===== src/rtl/dmem_arbiter.sv =====
// Two-port arbiter for the single-port data memory: core (port 0) has fixed priority,
// loader/DMA (port 1) is aged into a forced grant after MAX_WAIT denied cycles.
module dmem_arbiter #(
  parameter int ADDR_W   = 32,
  parameter int DATA_W   = 32,
  parameter int MAX_WAIT = 4
) (
  input  logic              clk,
  input  logic              rst,
  input  logic              req0,
  input  logic              we0,
  input  logic [ADDR_W-1:0] addr0,
  input  logic [DATA_W-1:0] wdata0,
  output logic              gnt0,
  output logic              rvalid0,
  output logic [DATA_W-1:0] rdata0,
  input  logic              req1,
  input  logic              we1,
  input  logic [ADDR_W-1:0] addr1,
  input  logic [DATA_W-1:0] wdata1,
  output logic              gnt1,
  output logic              rvalid1,
  output logic [DATA_W-1:0] rdata1,
  output logic              stall0,
  output logic              mem_en,
  output logic              mem_we,
  output logic [ADDR_W-1:0] mem_addr,
  output logic [DATA_W-1:0] mem_wdata,
  input  logic [DATA_W-1:0] mem_rdata
);

  localparam int CNT_W = $clog2(MAX_WAIT + 1);
  localparam logic [CNT_W-1:0] MAX_CNT = CNT_W'(MAX_WAIT);

  logic [CNT_W-1:0]  wait_cnt_r;
  logic              rd_pend_r;
  logic              rd_owner_r;
  logic              force1_s;
  logic              gnt0_s;
  logic              gnt1_s;
  logic              mem_en_s;
  logic              mem_we_s;
  logic [ADDR_W-1:0] mem_addr_s;
  logic [DATA_W-1:0] mem_wdata_s;
  logic              rvalid0_s;
  logic              rvalid1_s;

  // Grant decision; grants are held off entirely while reset is asserted
  always_comb begin
    force1_s = (wait_cnt_r == MAX_CNT);
    gnt0_s   = 1'b0;
    gnt1_s   = 1'b0;
    if (rst) begin
      gnt0_s = 1'b0;
      gnt1_s = 1'b0;
    end else begin
      gnt1_s = req1 & (force1_s | ~req0);
      gnt0_s = req0 & ~gnt1_s;
    end
  end

  // Memory drive muxed from the granted port, zero when idle
  always_comb begin
    mem_en_s    = gnt0_s | gnt1_s;
    mem_we_s    = 1'b0;
    mem_addr_s  = {ADDR_W{1'b0}};
    mem_wdata_s = {DATA_W{1'b0}};
    if (gnt1_s) begin
      mem_we_s    = we1;
      mem_addr_s  = addr1;
      mem_wdata_s = wdata1;
    end else if (gnt0_s) begin
      mem_we_s    = we0;
      mem_addr_s  = addr0;
      mem_wdata_s = wdata0;
    end else begin
      mem_we_s    = 1'b0;
      mem_addr_s  = {ADDR_W{1'b0}};
      mem_wdata_s = {DATA_W{1'b0}};
    end
  end

  // Aging counter: counts denied port-1 cycles, saturating at MAX_WAIT
  always_ff @(posedge clk or posedge rst) begin
    if (rst) begin
      wait_cnt_r <= {CNT_W{1'b0}};
    end else if (req1 && !gnt1_s) begin
      if (wait_cnt_r != MAX_CNT) begin
        wait_cnt_r <= wait_cnt_r + CNT_W'(1);
      end else begin
        wait_cnt_r <= wait_cnt_r;
      end
    end else begin
      wait_cnt_r <= {CNT_W{1'b0}};
    end
  end

  // Read return tag: remembers which port owns the data arriving next cycle
  always_ff @(posedge clk or posedge rst) begin
    if (rst) begin
      rd_pend_r  <= 1'b0;
      rd_owner_r <= 1'b0;
    end else if (mem_en_s && !mem_we_s) begin
      rd_pend_r  <= 1'b1;
      rd_owner_r <= gnt1_s;
    end else begin
      rd_pend_r  <= 1'b0;
      rd_owner_r <= rd_owner_r;
    end
  end

  // Steer returning read data to its owner only
  always_comb begin
    rvalid0_s = rd_pend_r & ~rd_owner_r;
    rvalid1_s = rd_pend_r & rd_owner_r;
    rdata0    = {DATA_W{1'b0}};
    rdata1    = {DATA_W{1'b0}};
    if (rvalid0_s) begin
      rdata0 = mem_rdata;
    end else begin
      rdata0 = {DATA_W{1'b0}};
    end
    if (rvalid1_s) begin
      rdata1 = mem_rdata;
    end else begin
      rdata1 = {DATA_W{1'b0}};
    end
  end

  assign gnt0      = gnt0_s;
  assign gnt1      = gnt1_s;
  assign stall0    = req0 & ~gnt0_s;
  assign mem_en    = mem_en_s;
  assign mem_we    = mem_we_s;
  assign mem_addr  = mem_addr_s;
  assign mem_wdata = mem_wdata_s;
  assign rvalid0   = rvalid0_s;
  assign rvalid1   = rvalid1_s;

endmodule


===== config.mk =====
export PLATFORM = sky130hd
export DESIGN_NAME = dmem_arbiter
export DESIGN_NICKNAME = d
export VERILOG_FILES = /design/src/rtl/dmem_arbiter.sv
export SDC_FILE = /design/constraint.sdc
export NUM_CORES = 1
export LEC_CHECK = 0
export ABC_AREA = 1
export CELL_PAD_IN_SITES_DETAIL_PLACEMENT = 0
export CELL_PAD_IN_SITES_GLOBAL_PLACEMENT = 1
export CORE_MARGIN = 8
export CORE_UTILIZATION = 10
export DETAILED_ROUTE_END_ITERATION = 6
export PLACE_DENSITY = 0.84
export SETUP_SLACK_MARGIN = 0.05
export SLEW_MARGIN = 5
export SYNTH_ARGS = -nofsm -noshare
export SYNTH_HDL_FRONTEND = slang
export SYNTH_SLANG_ARGS = --single-unit

===== constraint.sdc =====
create_clock -name clk -period 2.5 [get_ports clk]
set_input_delay 0.5 -clock clk [delete_from_list [all_inputs] [get_ports clk]]
set_output_delay 0.5 -clock clk [all_outputs]
set_load 0.02 [all_outputs]

==> results.env, run 1 <==
OUTCOME='completed'
CRITICAL_REGISTER_TO_REGISTER_PATH_STARTPOINT='wait_cnt_r[0]$_DFFE_PP0P_'
FINALCRITICALPERIOD_PS=2380
ENDPOINT_KIND='primary output'
LAYOUT.CELLS.MOST_COMMON='clkdlybuf4s50_1'
POWER_DENSITY_OVER_THE_CELLS_mW_PER_MM2=262
GP_ROUTABILITY_CONGESTION=0.782
TIMING.CRITICAL_PATH.SLOWEST_CELL_DELAY_PS=330
MAXSLEWHEADROOM=0.771
TRITONCTS.NUM_BUFFERS=3
CLOCK_TREE.BUFFER_DEPTH=2
REPORT.POWER.TOTAL_mW=1.27
TRACK_USAGE=0.105
SEQ_AREA_FRAC_SYNTH=0.0806
FINAL_HOLD_VIOLATION_COUNT=0
GLOBAL_ROUTE_WIRE_LENGTH_BEFORE_REPAIR_MM=16.7
TIMING.CRITICAL_PATH.SLOWEST_STAGE_CELL='dfrtp_1'
WORST_SLACK_PS=119
FINISH.CELL_COUNT_WITHOUT_FILLERS=854
TIMING.MAX_CAP.VIOLATIONS=0
DRT-INITIAL-DRC-COUNT=68
AVGVIACOUNTPERCELL=3.61
FP.DIEAREA_MM2=0.0198
NUMBER_OF_CELL_ROWS=45
REG2REG_SETUP_SLACK_PS=1050
POWER.STATIC_LEAKAGE_nW=2.72
GRT_OVERFLOW=0
YOSYSWARNINGCOUNT=0
POSTSYNTHCELLCOUNT=352
FINAL-MAX-SLEW-VIOLATION-COUNT=0
CRIT_BUF_INV=4
CTS_TREE='built'
CRITICAL_PATH.MAX_FANOUT=9
H_TREE_DEPTH=1
MAX_FREQ_MHz=420
REG_TO_REG_END='wait_cnt_r[1]$_DFFE_PP0P_'
WORST_SETUP_PATH_START_KIND='register'
DETAIL_ROUTE.DRC_VIOLATIONS=0
GRT_ANTENNA_BEFORE_REPAIR=1
HP-CLASS='register to register'
TIGHTESTPINTRANSITION_PS=343
GRT_PASS1_VIAS=3191
CP_TOP_FAMILY='buffers and inverters'
GRT_START_MAX_NET_PINS=34
FINAL_NETS=834
SYN_AREA_MM2=0.00155
CRITICAL_PATH_CLASS='register to primary output'
FINISH.UTILIZATION=0.319
FILLCELLCOUNT=1684
CHIPHEIGHT_UM=141
DRIVE_GT1_FRAC=0.155
DP_SLACK_PS=-432
WORST_SETUP_ENDPOINT='mem_addr[0]'
CORE_REGION_AREA_MM2=0.0152
POWER.IR.VDD_WORST_mV=0.158
DETAILEDROUTE.FIRSTPASSITERATIONCOUNT=4
CP_CELL_SEQUENCE='inv_1, ha_1, nand2_2, nand2_2, nand2_2, nand2_1, inv_4, bufbuf_16, nand2_1, nand2_1, buf_4'
RSZ0062_AT_GRT='yes'
PLACED_CELLS=841
CLKLATENCYLATEPIN_PS=230
POST_CTS_HOLD_BUFFER_COUNT=0
AVGSYNTHCELLAREA_UM2=4.41
TIMING.CLOCK.SKEW_PS=1.25
CRITPATHARRIVALTIME_PS=1880
ROUTE.ANTENNA.REMAINING_NETS=0
WIRELENGTH_MM=11.7
SYN-NUM-NETS=520
PORTBUFFERS=300
CP_DATA_REQUIRED_TIME_PS=2000
REPORT.FINAL.SETUP_VIOL=0
INITIAL_UTILIZATION=0.102
ROUTE.VIAS.TOTAL=3082
LAYOUT_COMMON_CELLS='215 x clkdlybuf4s50_1, 202 x nand2_1, 67 x nor2_1'
WL_PER_CELL_UM=13.7
AREA.GROWTH.SYNTH_TO_FINAL_PCT=212
YS_FF_LATCH=5
NUMBER_OF_DISTINCT_STANDARD_CELLS_REFERENCED_BY_THE_SYNTHESIZED_NETLIST=16
DIE-WIDTH_UM=141
STARTPOINT='wait_cnt_r[0]$_DFFE_PP0P_'
HALF_PERIMETER_WIRE_LENGTH_AFTER_DETAILED_PLACEMENT_MM=9.56
CTS.REPORTEDPATHS.CLKPINSLEW_PS=30
IOS=301
CLOCK_SINKS=5
CTS_ROOT_BUFFER='clkbuf_16'
POST-ROUTE-PERIOD-UTIL=0.953
TIMING.REG2REG.WORST_PATH_DEPTH=10
WORSTSETUPPATHDEPTH=11
==> routing by layer <==
layer | wire, µm | up-vias | track usage | share of wire
li1 | - | 1630 | - | -
met1 | 4480 | 1253 | 0.105 | 0.38
met2 | 5520 | 192 | 0.190 | 0.47
met3 | 1560 | 7 | 0.0533 | 0.13
met4 | 109 | 0 | 0.0221 | 0.0093
met5 | 0 | - | 0 | 0
==> state kept, by name (all words and copies together), names as in the netlist <==
name,cells
wait_cnt_r,3
rd_owner_r,1
rd_pend_r,1
==> repair_timing <==
action | CTS | global route
gates resized for setup | 238 | 42
pin swaps | 1 | 1
gates cloned | 3 | 1
setup buffers | 2 | 3
setup endpoints to repair | 69 | 66
==> Yosys cell counts, drive strengths merged <==
cell,number,area (µm²)
ha,2,25.0
xnor2,1,8.76
dfrtp,5,125
o21a,1,7.51
nand4,1,6.26
nand3,3,15.0
a21oi,3,15.0
clkbuf,6,22.5
buf,14,126
nor2,68,263
nand2,205,777
inv,43,161
==> kinds of logic (layout without fill, tap and decap cells) <==
| group | after synthesis | after routing | synth area share |
|---|---|---|---|
| simple gates | 277 | 277 | 0.683 |
| buf+inv | 63 | 376 | 0.200 |
| flops | 5 | 5 | 0.0806 |
| compound gates | 4 | 4 | 0.0145 |
| fa+ha+maj | 2 | 2 | 0.0161 |
| xor+xnor | 1 | 1 | 0.00564 |
| other cells | 0 | 1 | 0 |
==> how the worst min path moves through the flow <==
stage                            from                endpoint  slack (ps)  cells after the start
4_1_cts        rd_owner_r$_DFFE_PP0P_  rd_owner_r$_DFFE_PP0P_         500                      2
3_3_place_gp   rd_owner_r$_DFFE_PP0P_  rd_owner_r$_DFFE_PP0P_         490                      2
3_5_place_dp   rd_owner_r$_DFFE_PP0P_  rd_owner_r$_DFFE_PP0P_         490                      2
5_1_grt        rd_owner_r$_DFFE_PP0P_  rd_owner_r$_DFFE_PP0P_         510                      2
6_report       rd_owner_r$_DFFE_PP0P_  rd_owner_r$_DFFE_PP0P_         500                      2
2_1_floorplan                     rst  rd_owner_r$_DFFE_PP0P_         300                      1
==> tightest hold or removal path, stage by stage (launching register included) <==
cell	delay (ps)
dfrtp_1	360
nand2_1	60
nand2_1	50
==> report_power, final <==
part           internal (mW)  total, mW  leakage [nW]  switching, mW
clock                  0.211      0.263        0.0382         0.0513
combinational          0.486      0.908          2.62          0.422
sequential            0.0915     0.0977        0.0651        0.00618
total                  0.788       1.27          2.72          0.479
==> per-stage QoR <==
step	setup TNS (ps)	hold WS [ps]	area, µm²
2_1_floorplan	0	295	1550
3_3_place_gp	-23400	493	4820
3_5_place_dp	-24400	492	4820
4_1_cts	-25.4	502	4890
5_1_grt	0	508	4850
6_report	0	496	4850
==> area by class of cell <==
type | count | area, µm² | area share
flip-flops and latches | 5 | 125 | 0.0258
inverters | 43 | 164 | 0.0338
clock buffers | 4 | 78.8 | 0.0163
repair buffers | 329 | 3120 | 0.645
multi-input cells | 284 | 1120 | 0.231
well taps | 188 | 235 | 0.0485
diodes | 1 | 2.50 | 0.000516
No activity file was read; power rests on OpenSTA's default activity.
==> run 2: changes to the inputs <==
--- a/config.mk
+++ b/config.mk
@@ -5,13 +5,13 @@
 export SDC_FILE = /design/constraint.sdc
 export NUM_CORES = 1
 export LEC_CHECK = 0
-export ABC_AREA = 1
 export CELL_PAD_IN_SITES_DETAIL_PLACEMENT = 0
 export CELL_PAD_IN_SITES_GLOBAL_PLACEMENT = 1
 export CORE_MARGIN = 8
-export CORE_UTILIZATION = 10
+export CORE_UTILIZATION = 11
 export DETAILED_ROUTE_END_ITERATION = 6
-export PLACE_DENSITY = 0.84
+export MAX_ROUTING_LAYER = met4
+export PLACE_DENSITY = 0.87
 export SETUP_SLACK_MARGIN = 0.05
 export SLEW_MARGIN = 5
 export SYNTH_ARGS = -nofsm -noshare
==> run 2 against run 1 <==
  * Synthesized area is 8.0% lower
  * Combinational power rose by 2.2%
  * Critical path depth decreased by 2
  * First-iteration DRC count rose by 43%
  * Via count is 12% lower
  * Synthesized cell count down 48%
  * Sequential share of layout area grew 0.068 points
  * Largest power group unchanged
==> results.env, run 2 <==
DRIVE_GT1_FRAC=0.137  # -0.0179
DPL-INSTANCE-AREA_MM2=0.00471  # -2.4%
OUTCOME='completed'
CTS.REPORTEDPATHS.CLKPINSLEW_PS=40  # about the same
YS_FF_LATCH=5  # unchanged
SYN_AREA_MM2=0.00143  # -8.0%
CLKLATENCYLATEPIN_PS=230  # about the same
CLOCK_SINKS=5  # unchanged
TRITONCTS.NUM_BUFFERS=3  # unchanged
ROUTE.ANTENNA.REMAINING_NETS=0  # unchanged
SYNTHMOSTINSTANTIATEDCELL='a22o_1'
SYN-NUM-NETS=352  # -32%
YS_TOP_CELLS_BY_COUNT='64 x a22o_1, 35 x and3_1, 33 x and2_1'
AVGVIACOUNTPERCELL=4.12  # +14%
DETAIL_ROUTE.DRC_VIOLATIONS=0  # unchanged
HALF_PERIMETER_WIRE_LENGTH_AFTER_DETAILED_PLACEMENT_MM=11.4  # +20%
LARGEST-REGISTER='wait_cnt_r'
SYNTH_TOP_CELLS_BY_AREA='a22o_1 39%, and3_1 15%, and2_1 14%, dfrtp_1 8.8%, buf_6 3.9%'
FINALCRITICALPERIOD_PS=2400  # +20.5 ps
SYNTH_EDF_COUNT=0  # unchanged
NUMBER_OF_CELL_ROWS=41  # -8.9%
POWER_DENSITY_OVER_THE_CELLS_mW_PER_MM2=274  # +4.7%
DETAILEDROUTE.FIRSTPASSITERATIONCOUNT=4  # unchanged
TIMING.REG2REG.WORST_PATH_DEPTH=6  # -4
TIGHTESTPINTRANSITION_PS=271  # -71.6 ps
MAXSLEWHEADROOM=0.819  # +0.0474
POWER.IR.VDD_WORST_mV=0.154  # -2.6%
CRITICAL_PATH.MAX_FANOUT=16  # +7
POSTSYNTH.TOPFLOPCELL='dfrtp_1'
FINAL_NETS=658  # -21%
ROUTE.VIAS.TOTAL=2724  # -12%
CTS_TREE='built'
FINAL-MAX-SLEW-VIOLATION-COUNT=0  # unchanged
WIRELENGTH_MM=12.9  # +11%
DIE-WIDTH_UM=130  # -7.6%
GRT_OVERFLOW=0  # unchanged
H_TREE_DEPTH=1  # unchanged
YOSYSWARNINGCOUNT=0  # unchanged
SYNTH_LARGEST_TYPE_AREA_FRACTION=0.392  # -0.0960
POWER.SWITCHING_FRACTION=0.365  # -0.0132
CRITPATHARRIVALTIME_PS=1900  # +20 ps
ENDPOINT_KIND='primary output'
GP_ROUTABILITY_CONGESTION=0.862  # +10%
CHIPHEIGHT_UM=130  # -7.6%
GRT_ANTENNA_BEFORE_REPAIR=0  # -1
CORE_REGION_AREA_MM2=0.0127  # -17%
REPORT.FINAL.SETUP_VIOL=0  # unchanged
GRT_PASS1_VIAS=2949  # -7.6%
MAX_FREQ_MHz=416  # -0.85%
HP-CLASS='input port to async pin'
INTERNAL_POWER_mW=0.821  # +4.2%
TIMING.MAX_CAP.VIOLATIONS=0  # unchanged
WORST_SETUP_PATH_START_KIND='register'
CP_DATA_REQUIRED_TIME_PS=2000  # about the same
TRACK_USAGE=0.143  # +0.0383
INITIAL_UTILIZATION=0.113  # +0.0106
LAYOUT.CELLS.MOST_COMMON='clkdlybuf4s50_1'
SETUP-TNS-FINAL_PS=0  # unchanged
FP.DIEAREA_MM2=0.0169  # -15%
CLOCK_TREE.BUFFER_DEPTH=2  # unchanged
PWR-SHARE-COMB=0.718  # +0.002
IOS=301  # unchanged
SYNTH_AREA_LEADER_CELL='a22o_1'
REPORT.POWER.TOTAL_mW=1.29  # +2.0%
CTS_ROOT_BUFFER='clkbuf_16'
SYNTH-ASYNC-RESET-RATIO=1.00  # unchanged
WORST_SLACK_PS=98.1  # -20.5 ps
LARGEST_REGISTER_FF_COUNT=3  # unchanged
FINAL_INSTANCE_AREA_MM2=0.00472  # -2.6%
DRT-INITIAL-DRC-COUNT=97  # +43%
POSTSYNTHCELLCOUNT=184  # -48%
NUMBER_OF_DISTINCT_STANDARD_CELLS_REFERENCED_BY_THE_SYNTHESIZED_NETLIST=25  # +9
PLACED_CELLS=656  # -22%
ANTENNA_CELLS_INSERTED=0  # -1
SEQ_POWER_SHARE=0.074  # -0.003
RSZ0062_AT_GRT='yes'
PORTBUFFERS=300  # unchanged
LAYOUT_COMMON_CELLS='229 x clkdlybuf4s50_1, 64 x a22o_1, 35 x and3_1'
BIGGESTREGSBYFLOPS='wait_cnt_r: 3 flops, rd_owner_r: 1 flops, rd_pend_r: 1 flops'
REPORTED_NET_SWITCHING_POWER_mW=0.472  # -1.6%
POWER.STATIC_LEAKAGE_nW=2.12  # -22%
DP_SLACK_PS=-464  # -32.1 ps
AREA.GROWTH.SYNTH_TO_FINAL_PCT=231
GLOBAL_ROUTE_WIRE_LENGTH_BEFORE_REPAIR_MM=17.9  # +7.4%
AVGSYNTHCELLAREA_UM2=7.77  # +76%
POWER.CLOCK.FRACTION=0.208  # about the same
FINISH.CELL_COUNT_WITHOUT_FILLERS=661  # -23%
SEQ_AREA_FRAC_SYNTH=0.0876  # +0.00699
CRITICAL_PATH_CLASS='register to primary output'
FINAL_HOLD_VIOLATION_COUNT=0  # unchanged
FILLCELLCOUNT=1313  # -22%
POST-ROUTE-PERIOD-UTIL=0.961  # +0.00818
GRT_START_MAX_NET_PINS=35  # +2.9%
WL_PER_CELL_UM=19.6  # +43%
TIMING.CLOCK.SKEW_PS=3.71  # +2.46 ps
run 2: what timing repair did:
action,4_1_cts,5_1_grt
setup endpoints to repair,69,48
pin swaps,1,0
gates cloned,1,0
setup buffers,0,0
resized for setup,138,28
hold buffers,0,0
run 2: critical path, cell delays in order, from the launching register on:
cell and delay (ps):
dfrtp_1 360, inv_1 90, ha_4 150, nand2_2 50
a21o_4 240, inv_8 70, bufbuf_16 280, buf_4 120
a22o_1 140, buf_4 150
run 2: layout make-up:
type / count / area (µm²) / area share
clock buffers: 3 / 75.1 / 0.0159
clock inverters: 1 / 5.00 / 0.00106
inverters: 5 / 26.3 / 0.00556
multi-input cells: 151 / 1170 / 0.247
flip-flops and latches: 5 / 125 / 0.0265
well taps: 172 / 215 / 0.0456
repair buffers: 324 / 3110 / 0.658
run 2: kinds of logic after synthesis:
| group | Yosys count | synth area share |
|---|---|---|
| AND/OR/NAND/NOR | 76 | 0.335 |
| multiplexers | 1 | 0.00788 |
| AO/OA/AOI/OAI | 71 | 0.433 |
| buffers and inverters | 28 | 0.113 |
| XOR/XNOR | 1 | 0.00613 |
| flip-flops | 5 | 0.0876 |
| adder cells (fa/ha/maj) | 2 | 0.0175 |
run 2: power groups by stage:
stage          registers (mW)  clock network (mW)  logic, mW
6_report               0.0963               0.269      0.928
5_1_grt                0.0977               0.281      0.986
4_1_cts                0.0962               0.272      0.940
3_5_place_dp           0.0972                   0      0.965
3_3_place_gp           0.0967                   0      0.960
2_1_floorplan          0.0981                   0      0.366
run 2: metal layers:
metal | global-route usage | wire [µm] | vias to the layer above
met5 | - | 0 | -
met4 | 0.0314 | 161 | 0
met3 | 0.0241 | 793 | 14
met2 | 0.265 | 7070 | 143
met1 | 0.157 | 4910 | 1248
li1 | - | - | 1319
run 2: through the flow:
step           utilization  hold slack (ps)
5_1_grt              0.373              421
3_5_place_dp         0.372              561
6_report             0.373              402
4_1_cts              0.376              405
2_1_floorplan            -              284
3_3_place_gp         0.372              537
run 2: worst paths after layout:
| path | start | endpoint | slack (ps) |
|---|---|---|---|
| hold reg to reg | rd_owner_r$_DFFE_PP0P_ | rd_owner_r$_DFFE_PP0P_ | 570 |
| setup / recovery | wait_cnt_r[1]$_DFFE_PP0P_ | mem_addr[10] | 100 |
| max in group asynchronous | rst | wait_cnt_r[1]$_DFFE_PP0P_ | 1990 |
| hold / removal | rst | wait_cnt_r[2]$_DFFE_PP0P_ | 400 |
| min in group clk | rd_owner_r$_DFFE_PP0P_ | rd_owner_r$_DFFE_PP0P_ | 570 |
| setup reg to reg | wait_cnt_r[0]$_DFFE_PP0P_ | rd_pend_r$_DFF_PP0_ | 1120 |
==> run 3: changes to the inputs <==
--- a/config.mk
+++ b/config.mk
@@ -5,13 +5,13 @@
 export SDC_FILE = /design/constraint.sdc
 export NUM_CORES = 1
 export LEC_CHECK = 0
-export CELL_PAD_IN_SITES_DETAIL_PLACEMENT = 0
+export CELL_PAD_IN_SITES_DETAIL_PLACEMENT = 1
 export CELL_PAD_IN_SITES_GLOBAL_PLACEMENT = 1
 export CORE_MARGIN = 8
-export CORE_UTILIZATION = 11
+export CORE_UTILIZATION = 10
 export DETAILED_ROUTE_END_ITERATION = 6
 export MAX_ROUTING_LAYER = met4
-export PLACE_DENSITY = 0.87
+export PLACE_DENSITY = 0.8
 export SETUP_SLACK_MARGIN = 0.05
 export SLEW_MARGIN = 5
 export SYNTH_ARGS = -nofsm -noshare
==> constraint.sdc (replaced) <==
create_clock -name clk -period 2.4 [get_ports clk]
set_input_delay 0.48 -clock clk [delete_from_list [all_inputs] [get_ports clk]]
set_output_delay 0.48 -clock clk [all_outputs]
set_load 0.02 [all_outputs]
==> run 3 against run 2 <==
  * Utilization shrank 4.2 points
  * Clock power grew 4%
  * First-iteration DRC count rose by 44%
  * Power increased by 5.1%
  * Cell area decreased by 2.3%
  * Final cell count rose by 1.7%
  * Non-clock buffer count up 1
==> results.env, run 3 (synthesized netlist as in run 2, its figures left out) <==
INITIAL_UTILIZATION=0.103  # -0.0102
FINAL_HOLD_VIOLATION_COUNT=0  # unchanged
HP-CLASS='input port to async pin'
FP.DIEAREA_MM2=0.0184  # +8.7%
CLOCK_SINKS=5  # unchanged
MET2WIRELENGTH_MM=8.17  # +16%
POWER.CLOCK.FRACTION=0.206  # -0.002
CRITICAL_PATH.MAX_FANOUT=19  # +3
NUMBER_OF_CELL_ROWS=43  # +4.9%
OUTCOME='completed'
TRITONCTS.NUM_BUFFERS=3  # unchanged
TIMING.CRITICAL_PATH.SLOWEST_STAGE_CELL='dfrtp_1'
FINALCRITICALPERIOD_PS=2270
TRACK_USAGE=0.152  # +0.00896
CLOCK_TREE.BUFFER_DEPTH=2  # unchanged
SEQ_POWER_SHARE=0.073  # about the same
TIGHTESTPINTRANSITION_PS=281  # +9.28 ps
INTERNAL_POWER_mW=0.850  # +3.5%
LAYOUT.CELLS.MOST_COMMON='clkdlybuf4s50_1'
GRT_OVERFLOW=0  # unchanged
AVGVIACOUNTPERCELL=4.17  # +1.3%
WIRELENGTH_MM=14.8  # +15%
RSZ0062_AT_GRT='no'
CRITPATHARRIVALTIME_PS=1790  # -110 ps
DRIVE_GT1_FRAC=0.212  # +0.0752
GRT_ANTENNA_BEFORE_REPAIR=2  # +2
WL_PER_CELL_UM=22.1  # +13%
DP_SLACK_PS=-524  # -60.4 ps
FINAL-MAX-SLEW-VIOLATION-COUNT=0  # unchanged
FINISH.CELL_COUNT_WITHOUT_FILLERS=672  # +1.7%
POWER.STATIC_LEAKAGE_nW=2.13  # +0.29%
MET3WIRELENGTH_UM=899  # +13%
PORTBUFFERS=300  # unchanged
IOS=301  # unchanged
MAXSLEWHEADROOM=0.813  # -0.00580
GP_ROUTABILITY_CONGESTION=0.928  # +7.7%
PWR-SHARE-COMB=0.722  # +0.004
POST_CTS_HOLD_BUFFER_COUNT=0  # unchanged
POWER.IR.VDD_WORST_mV=0.198  # +29%
CTS.REPORTEDPATHS.CLKPINSLEW_PS=30  # about the same
DIE-WIDTH_UM=136  # +4.3%
AREA.GROWTH.SYNTH_TO_FINAL_PCT=223
GRT_PASS1_VIAS=3095  # +5.0%
PLACED_CELLS=662  # +0.91%
TIMING.CLOCK.SKEW_PS=2.18  # -1.53 ps
H_TREE_DEPTH=1  # unchanged
LARGEST-REGISTER='wait_cnt_r'
DRT-INITIAL-DRC-COUNT=140  # +44%
ROUTE.VIAS.TOTAL=2804  # +2.9%
CHIPHEIGHT_UM=136  # +4.3%
POWER.SWITCHING_FRACTION=0.375  # +0.00983
FINAL_NETS=659  # +0.15%
CORE_REGION_AREA_MM2=0.0139  # +10%
MAXUSEDROUTINGLAYER='met4'
WORST_SETUP_PATH_START_KIND='register'
WL_MET1_MM=5.58  # +14%
GRT_START_MAX_NET_PINS=35  # unchanged
HALF_PERIMETER_WIRE_LENGTH_AFTER_DETAILED_PLACEMENT_MM=12.7  # +11%
CTS_ROOT_BUFFER='clkbuf_16'
CRITICAL_PATH_CLASS='register to primary output'
DETAIL_ROUTE.DRC_VIOLATIONS=0  # unchanged
GLOBAL_ROUTE_WIRE_LENGTH_BEFORE_REPAIR_MM=20.5  # +15%
TIMING.CRITICAL_PATH.SLOWEST_CELL_DELAY_PS=350  # about the same
REPORTED_NET_SWITCHING_POWER_mW=0.510  # +8.0%
DETAILEDROUTE.FIRSTPASSITERATIONCOUNT=4  # unchanged
CTS_TREE='built'
SETUP-TNS-FINAL_PS=0  # unchanged
BIGGESTREGSBYFLOPS='wait_cnt_r: 3 flops, rd_owner_r: 1 flops, rd_pend_r: 1 flops'
POWER_DENSITY_OVER_THE_CELLS_mW_PER_MM2=295  # +7.6%
MAX_FREQ_MHz=441
LAYOUT_COMMON_CELLS='228 x clkdlybuf4s50_1, 64 x a22o_1, 61 x buf_2'
CP_DATA_REQUIRED_TIME_PS=1920  # -80 ps
CRIT_PATH_FREQUENT_CELL='buf_4'
WORST_SLACK_PS=135  # +36.7 ps
CLKLATENCYLATEPIN_PS=230  # about the same
CP_CELL_SEQUENCE='inv_2, ha_4, and3_4, nor2_4, buf_4, buf_12, a22o_1, buf_4'
REPORT.FINAL.SETUP_VIOL=0  # unchanged
POST-ROUTE-PERIOD-UTIL=0.944
TIMING.MAX_CAP.VIOLATIONS=0  # unchanged
LARGEST_REGISTER_FF_COUNT=3  # unchanged
ROUTE.ANTENNA.REMAINING_NETS=0  # unchanged
ENDPOINT_KIND='primary output'
==> run 3: cell types whose count changed in the layout (fill, tap and decap cells not counted), moves of 2 or more <==
cell / delta
buf_12: +2
buf_2: +47
buf_4: -4
clkdlybuf4s15_2: -4
buf_16: +2
clkdlybuf4s15_1: -21
diode_2: +2
clkbuf_2: -7
dlygate4sd2_1: -13
==> run 3: area by class of cell <==
cell class,count,area [µm²]
Antenna cell,2,5.00
Clock buffer,4,78.8
Fill cell,1649,9320
Inverter,5,31.3
Multi-Input combinational cell,151,1180
Sequential cell,5,125
Tap cell,180,225
Timing Repair Buffer,325,2970
==> run 3: what timing repair did <==
action                                  4_1_cts  5_1_grt
endpoints found under the setup margin       69       35
gates resized for setup                     281        7
endpoints found under the hold margin         0        0
buffers inserted                              2        0
pin swaps                                     2        1
cloned                                        2        0
==> run 3: power by group through the flow <==
stage                     Clock [mW]  Combinational, mW  Sequential, mW
after floorplan                    0              0.382           0.102
after global placement             0               1.01          0.0990
after detailed placement           0               1.03          0.0997
after CTS                      0.285              0.984          0.0988
after global routing           0.288               1.04           0.100
final                          0.280              0.981          0.0990
==> run 3: final timing paths <==
kind	start	to	slack (ps)	cells after the start
max in group asynchronous	rst	rd_pend_r$_DFF_PP0_	1900	3
setup reg to reg	wait_cnt_r[0]$_DFFE_PP0P_	rd_pend_r$_DFF_PP0_	920	7
min in group clk	wait_cnt_r[2]$_DFFE_PP0P_	wait_cnt_r[2]$_DFFE_PP0P_	640	1
hold / removal	rst	wait_cnt_r[2]$_DFFE_PP0P_	400	3
hold reg to reg	wait_cnt_r[2]$_DFFE_PP0P_	wait_cnt_r[2]$_DFFE_PP0P_	640	1
setup / recovery	wait_cnt_r[0]$_DFFE_PP0P_	mem_addr[19]	130	8
==> run 3: per-layer routing <==
layer / GRT usage / vias up
met5: - / -
met4: 0.0234 / 0
met3: 0.0338 / 11
met2: 0.280 / 131
met1: 0.166 / 1339
li1: - / 1323
==> run 3: worst max-delay path: cells and delay by family, from the launching register on <==
| kind | cells | cell delay, ps |
|---|---|---|
| AOI/OAI and AO/OA | 1 | 170 |
| adders and majority gates | 1 | 170 |
| buffers and inverters | 4 | 510 |
| DFF | 1 | 350 |
| and+or+nand+nor | 2 | 320 |
==> run 3: metrics by stage <==
| step | total power, mW | utilization | hold slack (ps) | cell area [µm²] |
|---|---|---|---|---|
| final | 1.36 | 0.331 | 396 | 4620 |
| after global routing | 1.43 | 0.331 | 431 | 4620 |
| after CTS | 1.37 | 0.330 | 394 | 4600 |
| after detailed placement | 1.13 | 0.340 | 636 | 4740 |
| after global placement | 1.11 | 0.340 | 609 | 4740 |
| after floorplan | 0.484 | - | 264 | 1430 |
